### src/rtl/jk_input_conditioner.sv
// Two-channel synchronizer/debouncer producing j/k request pulses for the j/k Moore FSM.
// Build option: JK_INPUT_CONDITIONER_MUTEX_EN suppresses j and k when both would fire in the same cycle.
//
// Per-channel debounce phase (decoded each edge from s2 vs db):
//   state       | meaning
//   ST_STABLE   | synchronized sample matches debounced level; counter held at 0
//   ST_CHANGING | sample differs from level; counting toward acceptance
module jk_input_conditioner #(
  parameter  int DEBOUNCE_CYCLES = 4,
  localparam int CNT_W           = $clog2(DEBOUNCE_CYCLES + 1)
) (
  input  logic clk,
  input  logic areset,
  input  logic btn_on,
  input  logic btn_off,
  output logic j,
  output logic k,
  output logic on_lvl,
  output logic off_lvl
);

  typedef enum logic {
    ST_STABLE   = 1'b0,
    ST_CHANGING = 1'b1
  } phase_t;

  localparam logic [CNT_W-1:0] CNT_MAX = CNT_W'(DEBOUNCE_CYCLES - 1);

  logic [1:0] raw;
  logic [1:0] rise;
  logic [1:0] lvl;
  logic       pulse_j;
  logic       pulse_k;

  assign raw = {btn_off, btn_on};

  for (genvar ch = 0; ch < 2; ch++) begin : g_chan
    logic             s1;
    logic             s2;
    logic             db;
    logic             db_next;
    logic [CNT_W-1:0] cnt;
    logic [CNT_W-1:0] cnt_next;
    phase_t           phase;

    always_ff @(posedge clk or posedge areset) begin
      if (areset) begin
        s1  <= 1'b0;
        s2  <= 1'b0;
        cnt <= '0;
        db  <= 1'b0;
      end else begin
        s1  <= raw[ch];
        s2  <= s1;
        cnt <= cnt_next;
        db  <= db_next;
      end
    end

    // Any sample equal to the current level restarts the count (glitch rejection).
    always_comb begin
      phase    = (s2 == db) ? ST_STABLE : ST_CHANGING;
      db_next  = db;
      cnt_next = '0;
      case (phase)
        ST_STABLE: begin
          cnt_next = '0;
        end
        ST_CHANGING: begin
          if (cnt == CNT_MAX) begin
            db_next  = s2;
            cnt_next = '0;
          end else begin
            cnt_next = cnt + CNT_W'(1);
          end
        end
        default: begin
          db_next  = db;
          cnt_next = '0;
        end
      endcase
    end

    assign rise[ch] = db_next & ~db;
    assign lvl[ch]  = db;
  end

`ifdef JK_INPUT_CONDITIONER_MUTEX_EN
  // A coincident press on both buttons is ambiguous; drop both requests for that cycle.
  assign pulse_j = rise[0] & ~rise[1];
  assign pulse_k = rise[1] & ~rise[0];
`else
  assign pulse_j = rise[0];
  assign pulse_k = rise[1];
`endif

  always_ff @(posedge clk or posedge areset) begin
    if (areset) begin
      j <= 1'b0;
      k <= 1'b0;
    end else begin
      j <= pulse_j;
      k <= pulse_k;
    end
  end

  assign on_lvl  = lvl[0];
  assign off_lvl = lvl[1];

endmodule

### config.mk
export PLATFORM = sky130hd
export DESIGN_NAME = jk_input_conditioner
export DESIGN_NICKNAME = d
export VERILOG_FILES = /design/src/rtl/jk_input_conditioner.sv
export SDC_FILE = /design/constraint.sdc
export NUM_CORES = 1
export LEC_CHECK = 0
export CAP_MARGIN = 20
export CORE_AREA = 2 2 39 41
export CTS_CLUSTER_DIAMETER = 100
export CTS_CLUSTER_SIZE = 28
export DETAILED_ROUTE_END_ITERATION = 10
export DIE_AREA = 0 0 41 43
export DONT_BUFFER_PORTS = 1
export MAX_ROUTING_LAYER = met4
export PLACE_DENSITY = 0.62
export SYNTH_ARGS = -nofsm -noshare
export SYNTH_HDL_FRONTEND = slang
export SYNTH_SLANG_ARGS = --single-unit
### constraint.sdc
create_clock -name clk -period 1.4 [get_ports clk]
set_input_delay 0.21 -clock clk [delete_from_list [all_inputs] [get_ports clk]]
set_output_delay 0.21 -clock clk [all_outputs]
set_load 0.05 [all_outputs]
==> flow_summary.ini <==
[cts]
clk_pin_slew_ns = 0.08
root_buffer = clkbuf_4
clk_latency_ns = 0.27
htreeDepth = 1
cts_sinks = 14
cts_buffers = 3
cts_buffer_depth = 2
cts_tree = done
cts_resized = 0

[yosys]
ys_ff_latch = 14
synth.area.top_cells = dfrtp_1 (69%), nor2b_4 (5.4%), ha_1 (4.9%)
ys_warn_count = 0
ys_seq_area_frac = 0.688
synth_area_um2 = 509
syn_avg_cell_area_um2 = 16.4
syn_inst = 31
yosys.area.top_type = dfrtp_1
synth_top_area_frac = 0.688
ys_types = 12
syn_nets = 37

[grt]
grt_first_pass_wirelength_um = 1090
antenna_found_initial = 0
grt_max_degree = 15
grt_pass1_vias = 270
grt_use_met3 = 0.0157
use_met1 = 0.105
use_met2 = 0.144
gr-max-usage-layer = met2
grt_remaining_overflow = 0
grt_use_total = 0.0961

[layout]
area.growth.synth_to_final_pct = 19.9
layout-drive-gt1-share = 0.300
final_common_cell = dfrtp_1
nets = 47
final_cell_mix = dfrtp_1 (14), clkbuf_4 (3), dlygate4sd3_1 (3)
final_cells = 56
final_util = 0.441
diodes = 0

[sta]
fin_hold_ws_ns = 0.355
period_share = 0.844
clock_skew_ns = 0.000303
rsz0062_at_grt = false
fin_setup_tns_ns = 0
fin_crit_ns = 1.18
hold_viol = 0
max-slew-margin-rel = 0.675
max_freq_ghz = 0.846
slew_viol_final = 0
worst_slew_pin_slew_ns = 0.487
setup_viol = 0

[route]
wl_per_cell_um = 11.2
vias_per_cell = 4.45
wl_um = 625
dr.first_iter.drc_count = 1
drtAntennaViolNets = 0
via_count = 249
drt-pass1-iter-count = 2
drc_errors = 0

[setup_path]
cp.required_ns = 1.56
worstPathMaxFanout = 4
crit_arrival_ns = 1.34
crit_type = flop to flop
cp-end-kind = flop
start_kind = flop
r2r_slack_ns = 0.22

[floorplanning]
die_y_um = 43
initial_core_util = 0.368
die_x_um = 41
num_rows = 14
io_pins = 8
die_area_um2 = 1760
core_area_um2 = 1380

[placed_design]
placed_cells = 49
io_buffers = 0
place_congestion = 0.636

[power_and_ir_drop]
ir_drop_mv = 0.757
powerDensity_nw_per_um2 = 1960
leakage_nw = 0.291
power_mw = 1.20

[run_status]
status = finished, final reports clean

[run]
max-cap-violations = 0

[hold_path]
hp-class = flop to flop
[power breakdown]
group / switching, mW / internal, mW
combinational: 0.198 / 0.162
clock: 0.119 / 0.158
sequential: 0.0722 / 0.490
[flip-flops by register name, summed over array words and instances (netlist names)]
signal / flops
g_chan.s1: 2
on_lvl: 1
g_chan.cnt: 6
off_lvl: 1
k: 1
g_chan.s2: 2
j: 1
[cell type report]
cell class,count,area (um2)
clock buffers,4,36.3
well taps,16,20.0
fillers,124,773
multi-input cells,16,155
flip-flops and latches,14,350
repair buffers,5,45.0
inverters,1,3.75
[worst max-delay path, cell delays in order (launching register included)]
cell and delay [ns]:
dfrtp_1 0.36, ha_1 0.18, nor2b_4 0.20, mux2_2 0.34
[path summary, 6_finish.rpt]
path                             startpoint      endpoint  cells after the start
setup reg to reg           g_chan[0].cnt[0]        on_lvl                      3
min in group asynchronous            areset  g_chan[0].s1                      2
max in group asynchronous            areset             k                      2
hold / removal                 g_chan[1].s1  g_chan[1].s2                      0
setup / recovery           g_chan[0].cnt[0]        on_lvl                      3
hold reg to reg                g_chan[1].s1  g_chan[1].s2                      0
[per-layer routing]
| layer | vias up | share of wire |
|---|---|---|
| met5 | - | 0 |
| met4 | 0 | 0 |
| met1 | 119 | 0.44 |
| met3 | 0 | 0.040 |
| li1 | 124 | - |
| met2 | 6 | 0.51 |
[Yosys cell counts, drive strengths merged]
| library cell | instances |
|---|---|
| and3b | 2 |
| mux2 | 2 |
| nor3b | 3 |
| inv | 1 |
| nor3 | 2 |
| ha | 2 |
| nor2b | 3 |
| dfrtp | 14 |
| xnor2 | 2 |
[kinds of logic (layout without fill, tap and decap cells)]
| kind of cell | count (synthesis) | in the layout | synth area share |
|---|---|---|---|
| AND/OR/NAND/NOR | 10 | 10 | 0.177 |
| flip-flops | 14 | 14 | 0.688 |
| adder cells (fa/ha/maj) | 2 | 2 | 0.0491 |
| buffers and inverters | 1 | 10 | 0.00736 |
| multiplexers | 2 | 2 | 0.0442 |
| XOR/XNOR | 2 | 2 | 0.0344 |
[timing repair]
| action | 4_1_cts | 5_1_grt |
|---|---|---|
| setup buffers | 0 | 0 |
| endpoints found under the hold margin | 16 | 0 |
| hold buffers | 3 | 0 |
| endpoints found under the setup margin | 0 | 0 |
[metrics by stage]
stage | area, um2 | setup WS [ns]
finish | 611 | 0.218
global route | 611 | 0.165
detailed placement | 544 | 0.234
CTS | 611 | 0.212
floorplan | 509 | 0.298
global placement | 544 | 0.279
No activity file was read; power rests on OpenSTA's default activity.
==> edit 1 (same settings) <==
Set the parameter `DEBOUNCE_CYCLES` to 8 (it was 4).
--- a/src/rtl/jk_input_conditioner.sv
+++ b/src/rtl/jk_input_conditioner.sv
@@ -8,3 +8,3 @@
 module jk_input_conditioner #(
-  parameter  int DEBOUNCE_CYCLES = 4,
+  parameter  int DEBOUNCE_CYCLES = 8,
   localparam int CNT_W           = $clog2(DEBOUNCE_CYCLES + 1)
Behaviour: not the same (Yosys sat finds a counterexample within 10 cycles, from zero or initial values and one cycle with areset high).
==> edit 1 against the unedited design <==
Worst setup slack worse by 75 ps; power up 11%; global-route usage up 6.0 points; critical path type unchanged; routed wire length up 67%; area after synthesis up 22%; via count up 48%; die area unchanged; sequential cell count up 2; final area up 19%.
==> edit 1: results (changes against the unedited design) <==
first-pass GRT wire length=1720 µm (was 1090 µm); VDD IR max=635 µV (was 757 µV); share of cells above drive strength 1=21.2% (was 30.0%); max reg flops=8 (was 6); dpl cells=61 (was 49); Area after DPL=658 µm² (was 544 µm²); Comb power frac=28.3% (was 30.0%); sw frac=33.9% (was 32.5%); compound-cell area share of the yosys netlist=3.82% (was 0%); Mapped Avg Cell Area=14.5 µm² (was 16.4 µm²); Post-CTS Setup Inserts=0 (unchanged); largest cells by area after synthesis=dfrtp_1 64%, xnor2_1 5.6%, mux2_4 4.8% (was dfrtp_1 69%, nor2b_4 5.4%, ha_1 4.9%); Distinct cells, synth=15 (was 12); largest net degree at the start of global routing=17 (was 15); post-synthesis mux area share=4.82% (was 4.42%); Detailed Place HPWL=792 µm; Tightest Pin Transition=569 ps (was 487 ps); routed wire length=1050 µm (was 625 µm); # nets final=59 (was 47); Worst EP arrival=1420 ps (was 1340 ps); Seq group=0.000671 W (was 0.000562 W); H-tree depth=1 (unchanged); antenna violations before repair=0 (unchanged); gr usage total=15.6% (was 9.61%); crit-path max cell delay=420 ps (was 360 ps); DRT iter0 DRCs=6 (was 1); critical path endpoint=off_lvl (was on_lvl); # hold bufs at CTS=3 (unchanged); syn_nets=49 (was 37); Critical Path Start=g_chan[1].cnt[0] (was g_chan[0].cnt[0]); leak pwr=0.329 nW (was 0.291 nW); post-synthesis xor/xnor area fraction=5.62% (was 3.44%); Clock Skews=4.42 ps (was 0.303 ps); clock slew at reported path FFs=90 ps; Worst R2R Setup Slack=140 ps (was 220 ps); Adder-Cell Fraction of Synth Area=4.02% (was 4.91%); sequential element share of the synthesized area=64.3% (was 68.8%); Post-synth top cells=16 x dfrtp_1, 4 x xnor2_1, 3 x inv_1, 3 x nor3b_1; vias in the first global route=407 (was 270); GP Congestion=0.586 (was 0.636); Warnings, synthesis=0 (unchanged); leading registers by flop count=g_chan.cnt x8, g_chan.s1 x2, g_chan.s2 x2 (was g_chan.cnt x6, g_chan.s1 x2, g_chan.s2 x2); vias=369 (was 249); filler instances=117 (was 124); outcome=complete, no violations (unchanged); non-filler instance count after layout=68 (was 56)
## edit 1: how the worst min path moves through the flow
stage          depth (start not counted)  slack (ps)               end    startpoint
2_1_floorplan                          1         120  g_chan[0].cnt[0]        areset
3_3_place_gp                           1         160      g_chan[1].s1        areset
3_5_place_dp                           1         190      g_chan[1].s2        areset
4_1_cts                                0         360      g_chan[0].s2  g_chan[0].s1
5_1_grt                                0         370      g_chan[0].s2  g_chan[0].s1
6_report                               0         360      g_chan[0].s2  g_chan[0].s1
## edit 1: layout make-up
type                            count  area share [%]
Clock buffer                        4            4.97
Inverter                            3            1.54
Multi-Input combinational cell     24            29.7
Sequential cell                    16            54.9
Tap cell                           16            2.74
Timing Repair Buffer                5            6.17
## edit 1: logic make-up (layout without fill, tap and decap cells)
family                   Yosys count  after routing
multiplexers                       2              2
AND/OR/NAND/NOR                   13             13
adder cells (fa/ha/maj)            2              2
AO/OA/AOI/OAI                      3              3
flip-flops                        16             16
buffers and inverters              3             12
XOR/XNOR                           4              4
## edit 1: worst reg2reg max path, cell delays in order, from the launching register on
cell      delay [ps]
dfrtp_1          420
ha_1             260
nand3b_1         170
mux2_4           320
## edit 1: per-layer routing
metal / part of all wire (%) / GRT usage, % / vias up
met5: 0 / - / -
met4: 0.76 / 10.7 / 0
met3: 2.5 / 5.76 / 2
met2: 58 / 25.0 / 4
met1: 38 / 14.4 / 195
li1: - / - / 168
## edit 1: stage by stage
stage | setup slack, ps | utilization, % | hold slack [ps] | power (W)
after floorplan | 240 | - | 124 | 0.000931
after global placement | 201 | 47.6 | 165 | 0.00100
after detailed placement | 140 | 47.6 | 187 | 0.00104
after CTS | 92.6 | 52.4 | 358 | 0.00135
after global routing | 66.4 | 52.7 | 374 | 0.00142
final | 143 | 52.7 | 356 | 0.00134
==> edit 2 (config.mk and constraints unchanged) <==
Without the edit above. Put a register stage on the outputs `on_lvl` and `off_lvl`, cleared by the reset. The values now appear one clock later. The other outputs are not delayed to match.
--- a/src/rtl/jk_input_conditioner.sv
+++ b/src/rtl/jk_input_conditioner.sv
@@ -106,4 +106,11 @@
 
-  assign on_lvl  = lvl[0];
-  assign off_lvl = lvl[1];
+  always_ff @(posedge clk or posedge areset) begin
+    if (areset) begin
+      on_lvl  <= '0;
+      off_lvl <= '0;
+    end else begin
+      on_lvl  <= lvl[0];
+      off_lvl <= lvl[1];
+    end
+  end
 
Check against the original RTL: not equivalent (Yosys sat finds a counterexample within 10 cycles, from zero or initial values and one cycle with areset high).
==> edit 2 against the unedited design <==
Worst setup slack about the same; clock power is 21% lower; power is 0.43% lower; routed wire length increased by 7.0%; sequential share of layout area is 6.0 points higher; final area up 3.5%; utilization grew 1.5 points; die area unchanged; first-iteration DRC count rose by 100%; critical path depth unchanged; clock skew increased by 5.3 ps; area after synthesis increased by 9.8%; sequential cell count is 2 higher; critical endpoint is now g_chan[0].db; largest cell class unchanged; largest power group unchanged.
==> edit 2: results (changes against the unedited design) <==
Hold Path Class=reg2reg (unchanged); root buf cell=clkbuf_4 (unchanged); H-tree depth=1 (unchanged); Max FO, Critical Path=4 (unchanged); Clock Skews=5.61 ps (was 0.303 ps); Post-synth ARST share=100% (unchanged); Hold Path Cell Cnt=0 (unchanged); clock slew at reported path FFs=80 ps (about the same); Worst EP arrival=1350 ps; Warnings, synthesis=0 (unchanged); GP Congestion=0.654 (was 0.636); total CTS buffers=3 (unchanged); antenna violations before repair=0 (unchanged); Max Cap Viol=0 (unchanged); Reg with most FFs=g_chan.cnt (unchanged); Detailed Place HPWL=536 µm; max reg flops=6 (unchanged); net switching power figure=0.000393 W (was 0.000389 W); outcome=complete, no violations (unchanged); syn_nets=39 (was 37); gr usage total=11.1% (was 9.61%); r2r endpoint=g_chan[0].db (was on_lvl); largest net degree at the start of global routing=17 (was 15); Max clock buf depth=2 (unchanged); Slew headroom=63.0% (was 67.5%); largest cells by area after synthesis=dfrtp_1 72%, nor2b_4 4.9%, ha_1 4.5% (was dfrtp_1 69%, nor2b_4 5.4%, ha_1 4.9%); post-synthesis cell count=33 (was 31); # nets final=47 (unchanged); dpl cells=49 (unchanged); Worst R2R Setup Slack=220 ps (about the same); routed wire length=669 µm (was 625 µm); VDD IR max=834 µV (was 757 µV); Distinct cells, synth=12 (unchanged); vias in the first global route=296 (was 270); Clk Latency, worst-skew pair=270 ps (about the same); R2R depth=3 (unchanged); post-cts gate resize count=0 (unchanged); Critical Path Start=g_chan[0].cnt[0] (unchanged); 1st-pass router iterations=3 (was 2); share of cells above drive strength 1=23.1% (was 30.0%); first-pass GRT wire length=1190 µm (was 1090 µm); Ant. Diodes=0 (unchanged); filler instances=129 (was 124); Hold Crit Start=g_chan[0].s1 (was g_chan[1].s1); leak pwr=0.298 nW (was 0.291 nW); number of vias per cell=4.76 (was 4.45); sequential element share of the synthesized area=71.6% (was 68.8%); worst-case hold slack=358 ps (was 355 ps); Avg WL per Cell=12.2 µm (was 11.2 µm); DRT iter0 DRCs=2 (was 1); Port Buf Inserts=0 (unchanged); Worst Hold End=g_chan[0].s2 (was g_chan[1].s2)
## edit 2: cell count changes after synthesis, sizes merged
cell | unedited run | this run
dfrtp | 14 | 16
## edit 2: layer usage
layer  wire [µm]  track usage (%)  part of all wire, %  up-vias
li1            -                -                    -      123
met1         258             10.6                   39      135
met2         386             16.9                   58        4
met3          24             4.71                  3.6        0
met4           0             8.00                    0        0
met5           0                -                    0        -
## edit 2: worst max path at each step
| stage | depth (start not counted) | slack [ps] | endpoint |
|---|---|---|---|
| after floorplan | 3 | 300 | g_chan[0].db |
| after global placement | 3 | 280 | g_chan[0].db |
| after detailed placement | 3 | 220 | g_chan[0].db |
| after CTS | 3 | 200 | g_chan[0].db |
| after global routing | 3 | 170 | g_chan[0].db |
| final | 3 | 220 | g_chan[0].db |
## edit 2: metrics by stage
| stage | power (W) | util [%] | cell area [µm²] |
|---|---|---|---|
| final | 0.00119 | 45.7 | 632 |
| after global placement | 0.000958 | 41.9 | 579 |
| after floorplan | 0.000933 | - | 559 |
| after detailed placement | 0.000989 | 41.9 | 579 |
| after CTS | 0.00122 | 45.7 | 632 |
| after global routing | 0.00127 | 45.7 | 632 |
## edit 2: timing repair
action | 4_1_cts | 5_1_grt
hold buffers | 3 | 0
endpoints found under the hold margin | 18 | 0
buffers inserted | 0 | 0
## edit 2: cell families after synthesis
group                    Yosys count  synth area share [%]
flip-flops                        16                  71.6
AND/OR/NAND/NOR                   10                  16.1
multiplexers                       2                  4.03
XOR/XNOR                           2                  3.13
adder cells (fa/ha/maj)            2                  4.47
buffers and inverters              1                 0.670
## edit 2: power by group through the flow
stage          Combinational [W]  Sequential (W)  Clock [W]
3_5_place_dp            0.000212        0.000777          0
4_1_cts                 0.000220        0.000766   0.000234
2_1_floorplan           0.000179        0.000755          0
6_report                0.000212        0.000763   0.000219
3_3_place_gp            0.000192        0.000766          0
5_1_grt                 0.000240        0.000778   0.000251
## edit 2: area by class of cell
class | count | share of cell area [%]
Inverter | 1 | 0.594
Multi-Input combinational cell | 16 | 24.6
Tap cell | 16 | 3.17
Clock buffer | 3 | 3.56
Sequential cell | 16 | 63.4
Timing Repair Buffer | 3 | 4.75
## edit 2: worst max-delay path: stages (launching register included)
cell     delay, ps
dfrtp_1        370
ha_1           180
nor2b_4        180
mux2_2         340
